File: src/rtl/rom_arb_pkg.sv
// Shared widths and grant encoding for the ROM read-port arbiter.
package rom_arb_pkg;

    localparam int unsigned ROM_ADDR_W = 8;
    localparam int unsigned ROM_DATA_W = 32;

    typedef enum logic [1:0] {
        GNT_NONE = 2'd0,
        GNT_IF   = 2'd1,
        GNT_LS   = 2'd2
    } grant_e;

endpackage

File: src/rtl/rom_rsp_slot.sv
// One-entry registered response slot with valid/ready drain and a discard input.
module rom_rsp_slot
    import rom_arb_pkg::*;
#(
    parameter int unsigned DATA_W = ROM_DATA_W
) (
    input  logic              clk,
    input  logic              rst,
    input  logic              clr,
    input  logic              load,
    input  logic [DATA_W-1:0] load_data,
    output logic              rsp_valid,
    input  logic              rsp_ready,
    output logic [DATA_W-1:0] rsp_data
);

    // A new load wins over drain/discard so back-to-back words stream at one per cycle.
    always_ff @(posedge clk) begin
        if (rst) begin
            rsp_valid <= 1'b0;
            rsp_data  <= '0;
        end else if (load) begin
            rsp_valid <= 1'b1;
            rsp_data  <= load_data;
        end else if (clr || rsp_ready) begin
            rsp_valid <= 1'b0;
        end
    end

endmodule

File: src/rtl/rom_port_arbiter.sv
// Shares the single combinational ROM read port between instruction fetch and LS constant loads.
module rom_port_arbiter
    import rom_arb_pkg::*;
#(
    parameter int unsigned ADDR_W     = ROM_ADDR_W,
    parameter int unsigned DATA_W     = ROM_DATA_W,
    parameter int unsigned STARVE_MAX = 3
) (
    input  logic              clk,
    input  logic              rst,
    input  logic              if_req_valid,
    output logic              if_req_ready,
    input  logic [ADDR_W-1:0] if_req_addr,
    input  logic              if_flush,
    output logic              if_rsp_valid,
    input  logic              if_rsp_ready,
    output logic [DATA_W-1:0] if_rsp_data,
    input  logic              ls_req_valid,
    output logic              ls_req_ready,
    input  logic [ADDR_W-1:0] ls_req_addr,
    output logic              ls_rsp_valid,
    input  logic              ls_rsp_ready,
    output logic [DATA_W-1:0] ls_rsp_data,
    output logic [ADDR_W-1:0] rom_addr,
    input  logic [DATA_W-1:0] rom_data
);

    localparam int unsigned CNT_W = $clog2(STARVE_MAX + 1);

    logic [CNT_W-1:0] starve_cnt;
    grant_e           gnt;
    logic             elig_if;
    logic             elig_ls;
    logic             both_elig;
    logic             starve_hit;

    // A requester is eligible only if its response slot can take a word this cycle.
    assign elig_if    = if_req_valid && (!if_rsp_valid || if_rsp_ready) && !if_flush;
    assign elig_ls    = ls_req_valid && (!ls_rsp_valid || ls_rsp_ready);
    assign both_elig  = elig_if && elig_ls;
    assign starve_hit = (starve_cnt == CNT_W'(STARVE_MAX));

    // LS has priority on contention until IF has lost STARVE_MAX times in a row.
    always_comb begin
        gnt = GNT_NONE;
        if (!rst) begin
            if (both_elig) begin
                gnt = starve_hit ? GNT_IF : GNT_LS;
            end else if (elig_if) begin
                gnt = GNT_IF;
            end else if (elig_ls) begin
                gnt = GNT_LS;
            end
        end
    end

    assign if_req_ready = (gnt == GNT_IF);
    assign ls_req_ready = (gnt == GNT_LS);
    assign rom_addr     = (gnt == GNT_LS) ? ls_req_addr : if_req_addr;

    // Counts consecutive contested LS wins; any IF grant restarts the count.
    always_ff @(posedge clk) begin
        if (rst) begin
            starve_cnt <= '0;
        end else if (gnt == GNT_IF) begin
            starve_cnt <= '0;
        end else if (both_elig && (gnt == GNT_LS) && !starve_hit) begin
            starve_cnt <= starve_cnt + CNT_W'(1);
        end
    end

    rom_rsp_slot #(.DATA_W(DATA_W)) u_if_slot (
        .clk       (clk),
        .rst       (rst),
        .clr       (if_flush),
        .load      (if_req_ready),
        .load_data (rom_data),
        .rsp_valid (if_rsp_valid),
        .rsp_ready (if_rsp_ready),
        .rsp_data  (if_rsp_data)
    );

    rom_rsp_slot #(.DATA_W(DATA_W)) u_ls_slot (
        .clk       (clk),
        .rst       (rst),
        .clr       (1'b0),
        .load      (ls_req_ready),
        .load_data (rom_data),
        .rsp_valid (ls_rsp_valid),
        .rsp_ready (ls_rsp_ready),
        .rsp_data  (ls_rsp_data)
    );

endmodule

File: config.mk
export PLATFORM = sky130hd
export DESIGN_NAME = rom_port_arbiter
export DESIGN_NICKNAME = d
export VERILOG_FILES = /design/src/rtl/rom_arb_pkg.sv /design/src/rtl/rom_rsp_slot.sv /design/src/rtl/rom_port_arbiter.sv
export SDC_FILE = /design/constraint.sdc
export NUM_CORES = 1
export LEC_CHECK = 0
export BUFFER_PORTS_ARGS = -buffer_cell sky130_fd_sc_hd__buf_2
export CAP_MARGIN = 40
export CELL_PAD_IN_SITES_DETAIL_PLACEMENT = 0
export CELL_PAD_IN_SITES_GLOBAL_PLACEMENT = 2
export CORE_ASPECT_RATIO = 1.75
export CORE_MARGIN = 2
export CORE_UTILIZATION = 26
export DETAILED_ROUTE_END_ITERATION = 8
export PLACE_DENSITY_LB_ADDON = 0.25
export SYNTH_ARGS = -nofsm -noshare
export SYNTH_HDL_FRONTEND = slang
export SYNTH_SLANG_ARGS = --single-unit
File: constraint.sdc
create_clock -name clk -period 2.1 [get_ports clk]
set_input_delay 0.42 -clock clk [delete_from_list [all_inputs] [get_ports clk]]
set_output_delay 0.42 -clock clk [all_outputs]
set_load 0.01 [all_outputs]
==> impl_results.md, run 1 <==
* Unrepaired setup endpoints after global routing: yes
* Number of hold-slack violations in the final timing report at 0
* Relative area change from synthesis to final layout at 43.89%
* Share of the yosys chip area belonging to registers at 0.4979
* Synth Area in Adders at 0.004577
* Worst R2R Setup Slack at 0.40 ns
* Initial core utilization at 0.2670
* Type of origin of the critical path: flop
* Post-CTS repair timing setup buffer count at 0
* Largest fanout of any net on the critical path at 4
* Number of pins with negative max-slew slack in the final report at 0
* Stages on the worst setup path at 5
* End-of-flow core utilization at 0.3842
* Setup-failing EPs final at 8
* Post-synthesis share of cell area spent on and, or, nand and nor gates at 0.2064
* Synthesized Nets at 331
* Average cell area after synthesis at 9.941 µm²
* Die area at 11380 µm²
* Maximum number of pins on one net before global-route repair at 58
* Worst Clk Skew at 0.006515 ns
* Total half-perimeter wirelength after legalization and detailed placement at 5504 µm
* Antenna fix cells at 0
* Average wire length per cell after detail routing at 14.25 µm
* Placed cell count at 529
* Worst Hold Class: primary input to flop
* Met1 usage in global routing at 0.1553
* Critical-path cell list: ha_4 > a311o_2 > nor2_4 > mux2_4 > buf_6
* Required time worst endpoint at 1.68 ns
* CTS tree: built
* Startpoint of the tightest hold check path: rom_data[27]
* Hold path cells at 2
* Netlist Area Pre-Place at 2734 µm²
* Antenna Nets Post-Route at 0
* Die Y-Extent at 139.7 µm
* Most utilized layer in the global route result: met2
* Die X-Extent at 81.52 µm
* Total of hold buffers inserted after clock tree synthesis at 0
* Critical setup path kind: flop to primary output
* Slowest stage delay, CP at 0.39 ns
* Combined global-route utilization of all metal layers at 0.1382
* MaxCap Viol Count at 0
* Worst setup slack after layout at -0.1706 ns
* Root buf cell: sky130_fd_sc_hd__clkbuf_16
* Max-Slew Margin vs Limit at 0.5749
* Top library cells by usage in the layout, fill and taps aside: 122 x sky130_fd_sc_hd__buf_2, 66 x sky130_fd_sc_hd__nand2_1, 65 x sky130_fd_sc_hd__dfxtp_1
* Sequential cell fraction of total power at 0.439
* Violations in the final reports: setup timing
* R2R Path Start: u_ls_slot.rsp_valid
* Hold EP: u_if_slot.rsp_data[27]
* Max VDD drop at 0.3614 mV
* IO buf count at 130
* Final #Nets at 470
* Cell count after synthesis at 275
* Number of H-tree levels at 3
* Gr ovfl total at 0
* Compound-Gate Fraction of Synth Area at 0.07689
* WL final at 7781 µm
* Arrival time at the worst endpoint at 1.85 ns
* Summed negative setup slack over all endpoints at -1.207 ns
* Proportion of synthesized flip-flops having asynchronous set or reset at 0
* Part of the power in combinational logic at 0.132
* Number of synthesized register bits at 68
* Number of flops mapped to enable cells by yosys at 0
* Via count at 2371
* Fraction of layout instances using a drive strength above 1 at 0.4821
* Fin cells at 546
* Count of buffering cells on the critical path with inverters included at 1
* Top Ports at 131
* Number of global-route vias before repair at 2461
* Global-route wire length before repair at 11960 µm
* Area of the placeable core at 10240 µm²
* Final period demand of the worst path at 2.271 ns
* Final clock period utilization by the worst path at 1.081
* Pwr/cell area at 800.9 nW/µm²
* Top delay family on crit path: compound AO/OA/AOI/OAI gates
* Clock latency on the worst-skew pair at 0.32 ns
* GRT met2 Usage at 0.2364
* Multiplexer share of the synthesized area at 0.1757
* Final weighted congestion in routability-driven placement at 0.7105
* Psw at 0.7655 mW
* Status: finished with violations
* Post-Synth XOR/XNOR Area at 0
* Critical-path top delay cell: sky130_fd_sc_hd__a311o_2
* Max frequency at 440.4 MHz
* Share of total power in the clock network at 0.429
* Starting DRT DRC Count at 100
* Number of cell rows at 49
* Synth Warn # at 0
* Num CTS Buffers at 9
* Internal power component at 2.385 mW
* Count of distinct cell types in the synthesized netlist at 27
* CTS sink cnt at 68
* DRC violation count after routing at 0
* FF-to-FF path depth at 7
* Clock input transition at the sequential cells of the worst setup and hold paths at 0.05 ns
* Met3 usage in global routing at 0.03696
* Post-DR vias/cell at 4.342
* Clock buffer depth at 2
* Combinational family with the most area after synthesis: simple AND/OR/NAND/NOR gates
* Number of antenna violations at the first check in global routing at 0
* Number of iterations in the first detailed-routing pass at 4
* Tightest Pin Transition at 0.6376 ns
* Static leakage at 1.902 nW
* Prevailing post-synth register cell: sky130_fd_sc_hd__dfxtp_1
* Most common library cell in the layout ignoring fill and taps: sky130_fd_sc_hd__buf_2
* Worst R2R End: u_if_slot.rsp_data[18]
* Setup crit end kind: primary output
* Switching fraction of total power at 0.2430
## registers in the layout, indices dropped and copies added (netlist names)
register and count:
u_ls_slot.rsp_valid 1, u_if_slot.rsp_data 32, u_if_slot.rsp_valid 1, u_ls_slot.rsp_data 32, starve_cnt 2
## synth_stat cells (2+ instances only)
library cell | instances | area [µm²]
sky130_fd_sc_hd__dfxtp_1 | 68 | 1361
sky130_fd_sc_hd__nor2_1 | 2 | 7.510
sky130_fd_sc_hd__nand2_1 | 66 | 247.7
sky130_fd_sc_hd__nor2b_1 | 33 | 206.5
sky130_fd_sc_hd__mux2_2 | 23 | 259.0
sky130_fd_sc_hd__mux2_4 | 8 | 120.1
sky130_fd_sc_hd__a21oi_1 | 34 | 170.2
sky130_fd_sc_hd__mux2_1 | 9 | 101.4
sky130_fd_sc_hd__clkbuf_1 | 6 | 22.52
sky130_fd_sc_hd__buf_2 | 6 | 30.03
sky130_fd_sc_hd__buf_6 | 4 | 45.04
## metrics by stage
stage	total power, mW	hold WS, ns	cell area, µm²	worst slack, ns
after global routing	3.318	0.3160	3934	-0.2417
after CTS	3.218	0.3093	3933	-0.2400
after global placement	1.808	0.4401	3577	-0.05385
after detailed placement	1.813	0.4467	3577	-0.07107
final	3.151	0.3226	3934	-0.1706
after floorplan	1.620	0.4400	2734	0.1215
## power groups by stage
stage | clock (mW) | sequential (mW) | combinational [mW]
after detailed placement | 0 | 1.41 | 0.402
after global placement | 0 | 1.41 | 0.398
final | 1.35 | 1.38 | 0.415
after floorplan | 0 | 1.44 | 0.178
after CTS | 1.41 | 1.38 | 0.425
after global routing | 1.47 | 1.39 | 0.456
## area by class of cell
| class | instances | area [µm²] |
|---|---|---|
| well taps | 127 | 158.9 |
| multi-input cells | 190 | 1316 |
| flip-flops and latches | 68 | 1365 |
| clock inverters | 4 | 25.02 |
| fillers | 1044 | 6305 |
| clock buffers | 12 | 246.5 |
| repair buffers | 144 | 818.3 |
| inverters | 1 | 3.754 |
## worst max path at each step
stage                        startpoint          end  slack (ns)
global route        u_ls_slot.rsp_valid  rom_addr[6]       -0.24
global placement           if_req_valid  rom_addr[2]       -0.05
CTS                       starve_cnt[1]  rom_addr[4]       -0.24
floorplan                  if_req_valid  rom_addr[0]        0.12
finish                    starve_cnt[0]  rom_addr[6]       -0.17
detailed placement         if_req_valid  rom_addr[4]       -0.07
## logic make-up (layout without fill, tap and decap cells)
family	after synthesis	count (layout)
adder cells (fa/ha/maj)	1	1
AND/OR/NAND/NOR	110	111
AO/OA/AOI/OAI	38	38
flip-flops	68	68
buffers and inverters	18	161
multiplexers	40	40
## what timing repair did
item | in CTS | in global routing
gates resized for setup | 14 | 1
cloned | 1 | 0
endpoints found under the setup margin | 9 | 8
pin swaps | 4 | 3
## metal layers
layer | vias to the layer above | share of wire
met5 | - | 0
met4 | 0 | 0.020
met3 | 9 | 0.064
met2 | 82 | 0.51
met1 | 1088 | 0.41
li1 | 1192 | -
Power figures use the tool's default switching activity.
==> inputs of run 2 (changes only) <==
--- a/config.mk
+++ b/config.mk
@@ -13,6 +13,7 @@
 export CORE_MARGIN = 2
 export CORE_UTILIZATION = 26
 export DETAILED_ROUTE_END_ITERATION = 8
+export GPL_TIMING_DRIVEN = 0
 export PLACE_DENSITY_LB_ADDON = 0.25
 export SYNTH_ARGS = -nofsm -noshare
 export SYNTH_HDL_FRONTEND = slang
==> impl_results.md, run 2 (synthesis gave the netlist of run 1 again) <==
* Number of iterations in the first detailed-routing pass at 4
* Critical setup path kind: flop to primary output
* Part of the power in combinational logic at 0.117
* Setup crit end kind: primary output
* Relative area change from synthesis to final layout at 47.32%
* Worst Clk Skew at 0.007681 ns
* Total of hold buffers inserted after clock tree synthesis at 0
* Placed cell count at 532
* Fraction of layout instances using a drive strength above 1 at 0.4789
* Tightest Pin Transition at 0.5754 ns
* Gr ovfl total at 0
* Fin cells at 553
* Via count at 2417
* Top Ports at 131
* Number of H-tree levels at 3
* Worst Hold Class: primary input to flop
* Maximum number of pins on one net before global-route repair at 12
* CTS sink cnt at 68
* Number of antenna violations at the first check in global routing at 0
* WL final at 8009 µm
* Setup-failing EPs final at 8
* Clock buffer depth at 2
* Status: finished with violations
* Number of pins with negative max-slew slack in the final report at 0
* Starting DRT DRC Count at 58
* Final period demand of the worst path at 2.246 ns
* Global-route wire length before repair at 12050 µm
* Die X-Extent at 81.52 µm
* Die Y-Extent at 139.7 µm
* Share of total power in the clock network at 0.495
* Required time worst endpoint at 1.68 ns
* Tot Pwr at 3.571 mW
* Initial core utilization at 0.2670
* MaxCap Viol Count at 0
* Pwr/cell area at 886.7 nW/µm²
* Area of the placeable core at 10240 µm²
* Root buf cell: sky130_fd_sc_hd__clkbuf_16
* Worst R2R Setup Slack at 0.40 ns
* Final clock period utilization by the worst path at 1.070
* Internal power component at 2.781 mW
* Static leakage at 1.951 nW
* Largest fanout of any net on the critical path at 5
* CTS tree: built
* Final weighted congestion in routability-driven placement at 0.7362
* Psw at 0.7900 mW
* Antenna fix cells at 0
* Unrepaired setup endpoints after global routing: yes
* Max-Slew Margin vs Limit at 0.6164
* Average wire length per cell after detail routing at 14.48 µm
* IO buf count at 130
* Number of global-route vias before repair at 2309
* Top flop regs: u_if_slot.rsp_data (32), u_ls_slot.rsp_data (32), starve_cnt (2)
* Max VDD drop at 0.5065 mV
* Number of cell rows at 49
* Clock input transition at the sequential cells of the worst setup and hold paths at 0.06 ns
* Total half-perimeter wirelength after legalization and detailed placement at 5912 µm
* Sequential cell fraction of total power at 0.388
* End-of-flow core utilization at 0.3934
* Number of hold-slack violations in the final timing report at 0
* Worst hold margin at 0.3220 ns
* Slowest stage delay, CP at 0.32 ns
* Antenna Nets Post-Route at 0
* Final #Nets at 477
* Critical-path cell list: nor2b_4 > a311o_1 > buf_6 > nor2_4 > mux2_4 > buf_6
* Combined global-route utilization of all metal layers at 0.1421
* Arrival time at the worst endpoint at 1.83 ns
* Max frequency at 445.2 MHz
* Switching fraction of total power at 0.2212
* Violations in the final reports: setup timing
* Clock latency on the worst-skew pair at 0.33 ns
* Type of origin of the critical path: flop
* Worst setup slack after layout at -0.1463 ns
* Die area at 11380 µm²
* Cell type with the highest occurrence count on the critical path: sky130_fd_sc_hd__buf_6
* Post-DR vias/cell at 4.371
* DRC violation count after routing at 0
* Top library cells by usage in the layout, fill and taps aside: 128 x sky130_fd_sc_hd__buf_2, 66 x sky130_fd_sc_hd__nand2_1, 64 x sky130_fd_sc_hd__dfxtp_1
* Num CTS Buffers at 9
* Critical-path top delay cell: sky130_fd_sc_hd__a311o_1
* Most common library cell in the layout ignoring fill and taps: sky130_fd_sc_hd__buf_2
-- run 2: worst max-delay path, delay by kind of cell, from the launching register on --
kind                   cells  cell delay [ns]
buffers and inverters      2             0.26
AO/OA/AOI/OAI              1             0.32
flip-flops                 1             0.31
multiplexers               1             0.32
AND/OR/NAND/NOR            2             0.27
-- run 2: metrics by stage --
| step | area [µm²] | TNS [ns] | setup slack, ns |
|---|---|---|---|
| 6_report | 4028 | -1.084 | -0.1463 |
| 5_1_grt | 4028 | -1.641 | -0.2233 |
| 4_1_cts | 4021 | -1.398 | -0.1816 |
| 3_5_place_dp | 3543 | -1.097 | -0.1393 |
| 3_3_place_gp | 3543 | -1.017 | -0.1272 |
| 2_1_floorplan | 2734 | 0 | 0.1215 |
-- run 2: power by group through the flow --
| stage | logic [mW] | clock network, mW | registers [mW] |
|---|---|---|---|
| after floorplan | 0.178 | 0 | 1.44 |
| after global placement | 0.392 | 0 | 1.41 |
| after detailed placement | 0.398 | 0 | 1.41 |
| after CTS | 0.426 | 1.83 | 1.38 |
| after global routing | 0.460 | 1.87 | 1.39 |
| final | 0.418 | 1.77 | 1.38 |
-- run 2: final timing paths --
check                          from                      to  cells after the start
max             u_ls_slot.rsp_valid             rom_addr[6]                      6
min                    rom_data[26]  u_if_slot.rsp_data[26]                      2
max reg2reg           starve_cnt[0]  u_ls_slot.rsp_data[20]                      6
min reg2reg  u_ls_slot.rsp_data[13]  u_ls_slot.rsp_data[13]                      2
-- run 2: layer usage --
layer / GRT usage / wire length (µm) / vias to the layer above
li1: - / - / 1208
met1: 0.1565 / 3241 / 1112
met2: 0.2455 / 4092 / 84
met3: 0.04150 / 532 / 13
met4: 0.06155 / 142 / 0
met5: 0 / 0 / -
-- run 2: repair_timing --
action                                  CTS  global route
gates cloned                              1             0
endpoints found under the setup margin   10             9
pin swaps                                 2             1
buffers inserted                          4             0
resized for setup                        18             1
endpoints found under the hold margin     0             0
-- run 2: cell type report --
cell class,instances,area (µm²)
Fill cell,1043,6211
Sequential cell,68,1366
Multi-Input combinational cell,190,1315
Timing Repair Buffer,134,730.7
Clock buffer,12,256.5
Tap cell,127,158.9
Buffer,17,101.3
Clock inverter,4,95.09
Inverter,1,3.754
==> inputs of run 3 (changes only) <==
--- a/config.mk
+++ b/config.mk
@@ -15,6 +15,7 @@
 export DETAILED_ROUTE_END_ITERATION = 8
 export GPL_TIMING_DRIVEN = 0
 export PLACE_DENSITY_LB_ADDON = 0.25
+export REMOVE_ABC_BUFFERS = 1
 export SYNTH_ARGS = -nofsm -noshare
 export SYNTH_HDL_FRONTEND = slang
 export SYNTH_SLANG_ARGS = --single-unit
==> impl_results.md, run 3 (synthesis gave the netlist of run 1 again) <==
* Die area at 11380 µm²
* Number of hold-slack violations in the final timing report at 0
* Relative area change from synthesis to final layout at 46.36%
* Clock buffer depth at 2
* Required time worst endpoint at 1.68 ns
* Clock latency on the worst-skew pair at 0.32 ns
* Worst R2R Setup Slack at 0.22 ns
* End-of-flow core utilization at 0.3908
* Maximum number of pins on one net before global-route repair at 41
* Critical-path top delay cell: sky130_fd_sc_hd__a311o_2
* Tightest Pin Transition at 0.8026 ns
* Number of antenna violations at the first check in global routing at 0
* Top library cells by usage in the layout, fill and taps aside: 122 x sky130_fd_sc_hd__buf_2, 66 x sky130_fd_sc_hd__nand2_1, 64 x sky130_fd_sc_hd__dfxtp_1
* Number of global-route vias before repair at 2309
* Via count at 2417
* Gr ovfl total at 0
* Max VDD drop at 0.3650 mV
* Worst Hold Class: primary input to flop
* Number of pins with negative max-slew slack in the final report at 0
* IO buf count at 130
* Number of H-tree levels at 3
* Num CTS Buffers at 9
* Clock input transition at the sequential cells of the worst setup and hold paths at 0.05 ns
* Critical-path cell list: ha_4 > a311o_2 > nor2_8 > mux2_4 > buf_6
* Slowest stage delay, CP at 0.41 ns
* Unrepaired setup endpoints after global routing: yes
* Antenna fix cells at 0
* Summed negative setup slack over all endpoints at -1.353 ns
* Max frequency at 439.8 MHz
* Type of origin of the critical path: flop
* Setup-failing EPs final at 8
* DRC violation count after routing at 0
* Fin cells at 547
* Die Y-Extent at 139.7 µm
* Worst Clk Skew at 0.005720 ns
* Number of iterations in the first detailed-routing pass at 4
* Placed cell count at 520
* Largest fanout of any net on the critical path at 5
* Combined global-route utilization of all metal layers at 0.1445
* Antenna Nets Post-Route at 0
* Max-Slew Margin vs Limit at 0.4650
* Starting DRT DRC Count at 56
* Area of the placeable core at 10240 µm²
* CTS tree: built
* Global-route wire length before repair at 11970 µm
* CTS sink cnt at 68
* Final weighted congestion in routability-driven placement at 0.6868
* Top Ports at 131
* Critical setup path kind: flop to primary output
* Most common library cell in the layout ignoring fill and taps: sky130_fd_sc_hd__buf_2
* Static leakage at 1.936 nW
* Setup crit end kind: primary output
* Root buf cell: sky130_fd_sc_hd__clkbuf_16
* Count of buffering cells on the critical path with inverters included at 1
* MaxCap Viol Count at 0
* Arrival time at the worst endpoint at 1.85 ns
* Average wire length per cell after detail routing at 14.90 µm
* Worst setup slack after layout at -0.1738 ns
* Final period demand of the worst path at 2.274 ns
* Top flop regs: u_if_slot.rsp_data (32), u_ls_slot.rsp_data (32), starve_cnt (2)
* Post-DR vias/cell at 4.419
* Die X-Extent at 81.52 µm
* Violations in the final reports: setup timing
* Final clock period utilization by the worst path at 1.083
* Fraction of layout instances using a drive strength above 1 at 0.4881
* Total half-perimeter wirelength after legalization and detailed placement at 5376 µm
* WL final at 8152 µm
* Number of cell rows at 49
* Initial core utilization at 0.2670
* Pwr/cell area at 783.9 nW/µm²
* Status: finished with violations
* Final #Nets at 473
* Top delay family on crit path: compound AO/OA/AOI/OAI gates
-- run 3: final timing paths --
check	end	start	cells past startpoint
worst max-delay path	rom_addr[3]	starve_cnt[0]	5
worst min-delay path	u_ls_slot.rsp_data[3]	rst	2
worst max register to register	u_if_slot.rsp_data[4]	starve_cnt[0]	8
worst min register to register	u_ls_slot.rsp_data[30]	u_ls_slot.rsp_data[30]	2
-- run 3: per-stage QoR --
step	cell area (µm²)	setup slack, ns	total power, mW	hold slack (ns)
after global routing	4001	-0.2255	3.290	0.3150
after detailed placement	3553	-0.5726	1.811	0.4433
final	4001	-0.1738	3.136	0.3212
after global placement	3442	-1.562	1.785	0.4395
after CTS	3935	-0.2656	3.200	0.3091
after floorplan	2633	-0.2806	1.593	0.4340
-- run 3: area by class of cell --
class / count / area, µm²
clock buffers: 11 / 242.7
clock inverters: 3 / 15.01
fillers: 1086 / 6237
inverters: 1 / 3.754
multi-input cells: 191 / 1338
flip-flops and latches: 68 / 1366
well taps: 127 / 158.9
repair buffers: 146 / 877.1
-- run 3: timing repair --
item | 4_1_cts | 5_1_grt
endpoints found under the setup margin | 14 | 10
gates resized for setup | 14 | 4
setup buffers | 4 | 7
hold buffers | 0 | 0
gates cloned | 2 | 0
hold endpoints to repair | 0 | 0
pin swaps | 4 | 4
-- run 3: layer usage --
| layer | track usage | up-vias | part of all wire |
|---|---|---|---|
| met5 | 0 | - | 0 |
| met4 | 0.07583 | 0 | 0.031 |
| met3 | 0.04604 | 15 | 0.072 |
| met2 | 0.2558 | 85 | 0.54 |
| met1 | 0.1449 | 1119 | 0.35 |
| li1 | - | 1198 | - |
-- run 3: report_power, final --
part / total [mW] / internal, mW / switching [mW] / leakage, nW
clock: 1.32 / 0.810 / 0.510 / 0.131
combinational: 0.432 / 0.212 / 0.220 / 1.25
sequential: 1.38 / 1.36 / 0.0273 / 0.558
